==> src/rtl/tos_mdu_pkg.sv <==
`default_nettype none
// ============================================================================
// Module   : tos_mdu_pkg
// Brief    : Op codes and sequencer states shared by the TOS multiply/divide unit
// Revision : 1.0 - initial release
// ============================================================================
package tos_mdu_pkg;

    localparam logic [2:0] OP_UMUL    = 3'b000;
    localparam logic [2:0] OP_UDIVMOD = 3'b001;
    localparam logic [2:0] OP_LSL     = 3'b010;
    localparam logic [2:0] OP_LSR     = 3'b011;
    localparam logic [2:0] OP_ASR     = 3'b100;

    typedef enum logic [1:0] {
        S_IDLE = 2'b00,
        S_RUN  = 2'b01,
        S_DONE = 2'b10
    } state_t;

endpackage
`default_nettype wire

==> src/rtl/tos_mdu_step.sv <==
`default_nettype none
// ============================================================================
// Module   : tos_mdu_step
// Brief    : One combinational iteration of shift-add multiply, restoring
//            divide, or single-bit shift
// Revision : 1.0 - initial release
// ============================================================================
module tos_mdu_step
    import tos_mdu_pkg::*;
#(
    parameter int WIDTH = 16
) (
    input  logic [WIDTH-1:0] i_acc,
    input  logic [WIDTH-1:0] i_q,
    input  logic [WIDTH-1:0] i_operand,
    input  logic [2:0]       i_op,
    output logic [WIDTH-1:0] o_acc,
    output logic [WIDTH-1:0] o_q
);

    logic [WIDTH:0] w_sum;
    logic [WIDTH:0] w_shl;
    logic [WIDTH:0] w_diff;

    always_comb begin
        // Multiply: acc:q holds the partial product, multiplier bits leave from q's LSB
        w_sum  = i_q[0] ? ({1'b0, i_acc} + {1'b0, i_operand}) : {1'b0, i_acc};
        // Divide: acc is the partial remainder, dividend bits enter from q's MSB
        w_shl  = {i_acc, i_q[WIDTH-1]};
        w_diff = w_shl - {1'b0, i_operand};
        o_acc  = i_acc;
        o_q    = i_q;
        case (i_op)
            OP_UMUL: begin
                o_acc = w_sum[WIDTH:1];
                o_q   = {w_sum[0], i_q[WIDTH-1:1]};
            end
            OP_UDIVMOD: begin
                if (!w_diff[WIDTH]) begin
                    o_acc = w_diff[WIDTH-1:0];
                    o_q   = {i_q[WIDTH-2:0], 1'b1};
                end else begin
                    o_acc = w_shl[WIDTH-1:0];
                    o_q   = {i_q[WIDTH-2:0], 1'b0};
                end
            end
            OP_LSL:  o_q = {i_q[WIDTH-2:0], 1'b0};
            OP_LSR:  o_q = {1'b0, i_q[WIDTH-1:1]};
            OP_ASR:  o_q = {i_q[WIDTH-1], i_q[WIDTH-1:1]};
            default: ;
        endcase
    end

endmodule
`default_nettype wire

==> src/rtl/tos_mdu.sv <==
`default_nettype none
// ============================================================================
// Module   : tos_mdu
// Brief    : Iterative UM*, UM/MOD and N-bit shift unit beside the TOS ALU
// Revision : 1.0 - initial release
// ============================================================================
module tos_mdu
    import tos_mdu_pkg::*;
#(
    parameter int WIDTH = 16,
    parameter int SHW   = $clog2(WIDTH)
) (
    input  logic             clk,
    input  logic             reset,
    input  logic             start,
    input  logic             abort,
    input  logic [2:0]       op,
    input  logic [WIDTH-1:0] tos,
    input  logic [WIDTH-1:0] nos,
    output logic             busy,
    output logic             done,
    output logic [WIDTH-1:0] result_lo,
    output logic [WIDTH-1:0] result_hi,
    output logic             div_by_zero,
    output logic             bad_op
);

    localparam logic [SHW:0] c_FULL = (SHW+1)'(WIDTH);
    localparam logic [SHW:0] c_ONE  = (SHW+1)'(1);

    state_t           r_state;
    logic [SHW:0]     r_cnt;
    logic [2:0]       r_op;
    logic [WIDTH-1:0] r_acc;
    logic [WIDTH-1:0] r_q;
    logic [WIDTH-1:0] r_operand;
    logic [WIDTH-1:0] r_lo;
    logic [WIDTH-1:0] r_hi;
    logic             r_busy;
    logic             r_done;
    logic             r_dbz;
    logic             r_bad;

    logic [SHW:0]     w_steps;
    logic             w_dbz;
    logic             w_bad;
    logic [WIDTH-1:0] w_acc;
    logic [WIDTH-1:0] w_q;

    always_comb begin
        w_steps = '0;
        w_dbz   = 1'b0;
        w_bad   = 1'b0;
        case (op)
            OP_UMUL:    w_steps = c_FULL;
            OP_UDIVMOD: begin
                if (tos == '0) w_dbz   = 1'b1;
                else           w_steps = c_FULL;
            end
            OP_LSL, OP_LSR, OP_ASR: w_steps = {1'b0, tos[SHW-1:0]};
            default:    w_bad = 1'b1;
        endcase
    end

    tos_mdu_step #(
        .WIDTH     (WIDTH)
    ) u_step (
        .i_acc     (r_acc),
        .i_q       (r_q),
        .i_operand (r_operand),
        .i_op      (r_op),
        .o_acc     (w_acc),
        .o_q       (w_q)
    );

    always_ff @(posedge clk or posedge reset) begin
        if (reset) begin
            r_state   <= S_IDLE;
            r_cnt     <= '0;
            r_op      <= '0;
            r_acc     <= '0;
            r_q       <= '0;
            r_operand <= '0;
            r_lo      <= '0;
            r_hi      <= '0;
            r_busy    <= 1'b0;
            r_done    <= 1'b0;
            r_dbz     <= 1'b0;
            r_bad     <= 1'b0;
        end else begin
            r_done <= 1'b0;
            case (r_state)
                S_IDLE, S_DONE: begin
                    if (start && !abort) begin
                        r_op      <= op;
                        r_acc     <= '0;
                        r_q       <= nos;
                        r_operand <= tos;
                        r_cnt     <= w_steps;
                        r_dbz     <= w_dbz;
                        r_bad     <= w_bad;
                        if (w_steps == '0) begin
                            // Zero-step ops (div by zero, illegal, shift by 0) finish at once
                            r_state <= S_DONE;
                            r_busy  <= 1'b0;
                            r_done  <= 1'b1;
                            if (w_bad) begin
                                r_lo <= '0;
                                r_hi <= '0;
                            end else if (w_dbz) begin
                                r_lo <= '1;
                                r_hi <= nos;
                            end else begin
                                r_lo <= nos;
                                r_hi <= '0;
                            end
                        end else begin
                            r_state <= S_RUN;
                            r_busy  <= 1'b1;
                        end
                    end else begin
                        r_state <= S_IDLE;
                        r_busy  <= 1'b0;
                    end
                end
                S_RUN: begin
                    if (abort) begin
                        r_state <= S_IDLE;
                        r_busy  <= 1'b0;
                    end else begin
                        r_acc <= w_acc;
                        r_q   <= w_q;
                        r_cnt <= r_cnt - c_ONE;
                        if (r_cnt == c_ONE) begin
                            r_state <= S_DONE;
                            r_busy  <= 1'b0;
                            r_done  <= 1'b1;
                            r_lo    <= w_q;
                            r_hi    <= w_acc;
                        end
                    end
                end
                default: begin
                    r_state <= S_IDLE;
                    r_busy  <= 1'b0;
                end
            endcase
        end
    end

    assign busy        = r_busy;
    assign done        = r_done;
    assign result_lo   = r_lo;
    assign result_hi   = r_hi;
    assign div_by_zero = r_dbz;
    assign bad_op      = r_bad;

endmodule
`default_nettype wire

==> config.mk <==
export PLATFORM = sky130hd
export DESIGN_NAME = tos_mdu
export DESIGN_NICKNAME = d
export VERILOG_FILES = /design/src/rtl/tos_mdu_pkg.sv /design/src/rtl/tos_mdu_step.sv /design/src/rtl/tos_mdu.sv
export SDC_FILE = /design/constraint.sdc
export NUM_CORES = 1
export LEC_CHECK = 0
export BUFFER_PORTS_ARGS = -buffer_cell sky130_fd_sc_hd__buf_2
export CAP_MARGIN = 20
export CORE_MARGIN = 3
export CORE_UTILIZATION = 25
export CTS_BUF_LIST = sky130_fd_sc_hd__clkbuf_8
export CTS_CLUSTER_DIAMETER = 200
export DETAILED_ROUTE_END_ITERATION = 7
export PLACE_DENSITY = 0.47
export SETUP_SLACK_MARGIN = 0.02
export SLEW_MARGIN = 5
export SYNTH_ARGS = -nofsm -noshare
export SYNTH_HDL_FRONTEND = slang
export SYNTH_HIERARCHICAL = 1
export SYNTH_SLANG_ARGS = --single-unit
==> constraint.sdc <==
create_clock -name clk -period 4.6 [get_ports clk]
set_clock_uncertainty 0.2 [all_clocks]
set_input_delay 0.69 -clock clk [delete_from_list [all_inputs] [get_ports clk]]
set_output_delay 0.69 -clock clk [all_outputs]
set_load 0.01 [all_outputs]
==> parameters.txt <==
Parameter                              Value

Outcome
  Run status ... finished, final reports clean

Worst setup path
  Worst setup EP type ... flop
  Crit start category ... flop
  Classification of the worst setup path ... flop to flop
  CP startpoint ... r_q[15]
  Capture instance of the worst register-to-register path ... result_hi[13]
  Minimum setup slack among reg-to-reg paths ... slightly above 0.8 ns
  Critical register-to-register path startpoint ... r_q[15]
  Critical Path RT ... 4.68 ns
  Worst EP arrival ... 3.88 ns
  Largest fanout on the critical path ... 15
  Worst reg-to-reg path cell count ... 12
  End of the critical path ... result_hi[13]

GRT
  Vias in the first global route ... between 6k and 7k
  GRT Util Overall ... 16.0%
  Global-route wire length before repair ... 39,900 µm
  Maximum number of pins on one net before global-route repair ... 55
  Initial antenna violation count ... 0
  Remaining Overflow, GRT ... 0

CTS
  Clock Root Buffer ... sky130_fd_sc_hd__clkbuf_8
  Max clock buf depth ... 2
  Clock Latency Late Sink ... 0.39 ns
  Number of buffers inserted to repair setup after CTS ... 0
  H-tree levels ... 3
  Cts repair resizes ... 0
  TritonCTS Buffers ... 9
  Clock tree from TritonCTS ... done
  Number of hold buffers added after cts ... 0
  Register clock-pin slew on the reported worst setup and hold paths ... 0.12 ns
  Sinks on Clock Net ... 94

Floorplanning
  Starting density of the core ... 25.5%
  Boundary Pins ... 75
  Overall die area ... 0.0315 mm²
  Floorplan Core Area ... 0.0289 mm²
  Die Ht ... between 150 and 200 µm
  Site Rows ... 62
  Die width ... 178 µm

Placement
  GPL Wtd Cong ... 0.901
  Total half-perimeter wirelength after legalization and detailed placement ... 18,300 µm
  Input/output buffers ... 74

Yosys
  Most common cell in the netlist ... sky130_fd_sc_hd__nand2_1
  Most frequent cells after synthesis ... 150 x sky130_fd_sc_hd__nand2_1, 94 x sky130_fd_sc_hd__dfrtp_1, 71 x sky130_fd_sc_hd__a21oi_1, 57 x sky130_fd_sc_hd__nor2_1, 39 x sky130_fd_sc_hd__clkbuf_1
  Flop and latch count out of synthesis ... 94
  Cells after synthesis ... between 800 and 900
  Dominant cell type by area after synthesis ... sky130_fd_sc_hd__dfrtp_1
  Nets in the synthesized netlist ... between 900 and 1k
  Portion of synthesized cell area occupied by the leading cell type ... 32.0%
  Share of flip-flops with an asynchronous set or reset ... 100%
  Number of synthesized flops with an enable pin ... 0
  Biggest area contributors in the synthesized netlist ... sky130_fd_sc_hd__dfrtp_1 32%, sky130_fd_sc_hd__nand2_1 7.7%, sky130_fd_sc_hd__ha_1 5.8%, sky130_fd_sc_hd__a21oi_1 4.8%, sky130_fd_sc_hd__mux2_2 3.4%
  Count of yosys warnings during synthesis ... 6
  Sequential share of the synthesized area ... about a third
  Number of distinct library cell variants in the gate-level netlist after synthesis ... 80
  Post-synth design cell area ... around 0.0074 mm²
  Post-synthesis area per instance ... 8.34 µm²
  Primary flip-flop cell chosen by synthesis mapping ... sky130_fd_sc_hd__dfrtp_1

Cells and area
  Inserted Diodes ... 0
  Fraction of layout cells with a size suffix above 1 ... 17.1%
  Layout area overhead ... 13.4%
  Post-layout net count ... 1,004

Detailed routing
  First-pass iteration count of the detailed router ... 5
  Number of violations reported at the end of detailed-routing iteration 0 ... 525
  DRC Markers ... 0
  Number of vias per cell after detailed routing ... between 5 and 6
  DR vias ... about 6.9k
  Antenna-violating nets left ... 0
  Average routed wire per standard cell ... about 19 µm
  Total detailed-routing wirelength ... 24,600 µm

Timing
  Share of the cycle needed by the critical path after routing ... 82.4%
  Final Critical Period ... 3.79 ns
  Unrepaired setup endpoints after global routing ... no
  Slew at the pin with the worst max-slew slack ... 0.945 ns
  FMAX ... 264 MHz
  Total setup violations reported at the end of the flow ... 0
  Total count of hold-check failures in the final report ... 0
  Worst-case hold slack ... between 0.2 and 0.25 ns
  Total negative slack for setup checks ... 0 ns
  Total count of max-transition violations in the final report ... 0
  Slew Limit Headroom ... 37.0%

Flow run
  Number of maximum-capacitance violations ... 0

Pwr
  Peak ir drop on the vdd network ... 0.146 mV
  Total leakage power ... 3.82 nW
  Power density over the cells ... 359 mW/mm²

Min path
  Worst hold-check path type ... input port to async pin
## placed cells by master (no fill, tap or decap), drive strengths merged, types with 5 or more instances in the layout
master    n
clkbuf    9
nor2     58
o21ai    36
o21a      5
a21o      8
or3      10
mux2i    14
xnor2     9
a21oi    71
or2       5
ha       34
nor3     18
a22oi    19
a22o     20
nand2b   15
a221o    14
xor2      9
o211ai   10
nand3    31
nor4      5
mux2     33
nand2   150
o31ai     6
dfrtp    94
inv      41
a31oi    23
a211oi   21
buf      92
## metrics by stage
stage               power, mW  cell area, µm²  setup slack, ns  cells  util, %
detailed placement       2.41            8140            0.878   1302     28.2
finish                   2.99            8340            0.808   1318     28.9
global route             3.21            8340            0.563   1318     28.9
CTS                      3.01            8340            0.847   1318     28.9
global placement         2.41            8140            0.955   1302     28.2
floorplan                2.00            7350             1.26    882        -
## flip-flops by register name, summed over array words and instances, names as in the netlist, 2 cells and up
| signal | flops |
|---|---|
| r_acc | 16 |
| r_operand | 16 |
| r_q | 16 |
| result_hi | 16 |
| result_lo | 16 |
| r_cnt | 5 |
| r_op | 3 |
| r_state | 2 |
## cell families (layout without fill, tap and decap cells)
group / count (synthesis) / in the layout / share of synthesized area [%]
AND/OR/NAND/NOR: 319 / 319 / 20.1
AO/OA/AOI/OAI: 275 / 275 / 26.6
flip-flops: 94 / 94 / 32.0
buffers and inverters: 93 / 145 / 5.36
multiplexers: 47 / 47 / 6.96
adder cells (fa/ha/maj): 36 / 36 / 6.33
XOR/XNOR: 18 / 18 / 2.65
## cell type report
cell class | count | area (µm²)
Sequential cell | 94 | 2350
Timing Repair Buffer | 92 | 531
Multi-Input combinational cell | 695 | 4640
Tap cell | 384 | 480
Fill cell | 3132 | 20500
Inverter | 37 | 141
Clock buffer | 9 | 124
Clock inverter | 7 | 73.8
## layer usage
metal	global-route usage, %	vias to the layer above	share of wire (%)
met2	24.0	182	44
met5	0	-	0
met4	3.27	0	1.3
met1	23.9	3403	49
met3	2.76	28	5.2
li1	-	3332	-
## how the worst min path moves through the flow
stage / end / depth (start not counted) / slack [ns]
2_1_floorplan: r_op[1] / 2 / 0.24
3_3_place_gp: result_lo[8] / 1 / 0.27
3_5_place_dp: bad_op / 2 / 0.27
4_1_cts: r_state[1] / 2 / 0.22
5_1_grt: result_lo[13] / 2 / 0.25
6_report: result_lo[13] / 2 / 0.20
## report_power, final
| part | leakage, nW | switching (mW) | internal, mW | total, mW |
|---|---|---|---|---|
| clock network | 0.101 | 0.368 | 0.215 | 0.583 |
| registers | 1.20 | 0.184 | 0.968 | 1.15 |
| logic | 2.52 | 0.743 | 0.511 | 1.25 |
## critical path, cell delays in order (launching register included)
cell and delay, ns:
sky130_fd_sc_hd__dfrtp_1 0.45, sky130_fd_sc_hd__inv_1 0.10, sky130_fd_sc_hd__ha_1 0.23, sky130_fd_sc_hd__fa_1 0.40
sky130_fd_sc_hd__nand2b_1 0.18, sky130_fd_sc_hd__a21oi_1 0.33, sky130_fd_sc_hd__o211ai_2 0.16, sky130_fd_sc_hd__and2_4 0.26
sky130_fd_sc_hd__xnor2_4 0.47, sky130_fd_sc_hd__nor3b_1 0.10, sky130_fd_sc_hd__or3_1 0.36, sky130_fd_sc_hd__a22o_1 0.22
sky130_fd_sc_hd__mux2_2 0.25
Power figures use the tool's default switching activity.
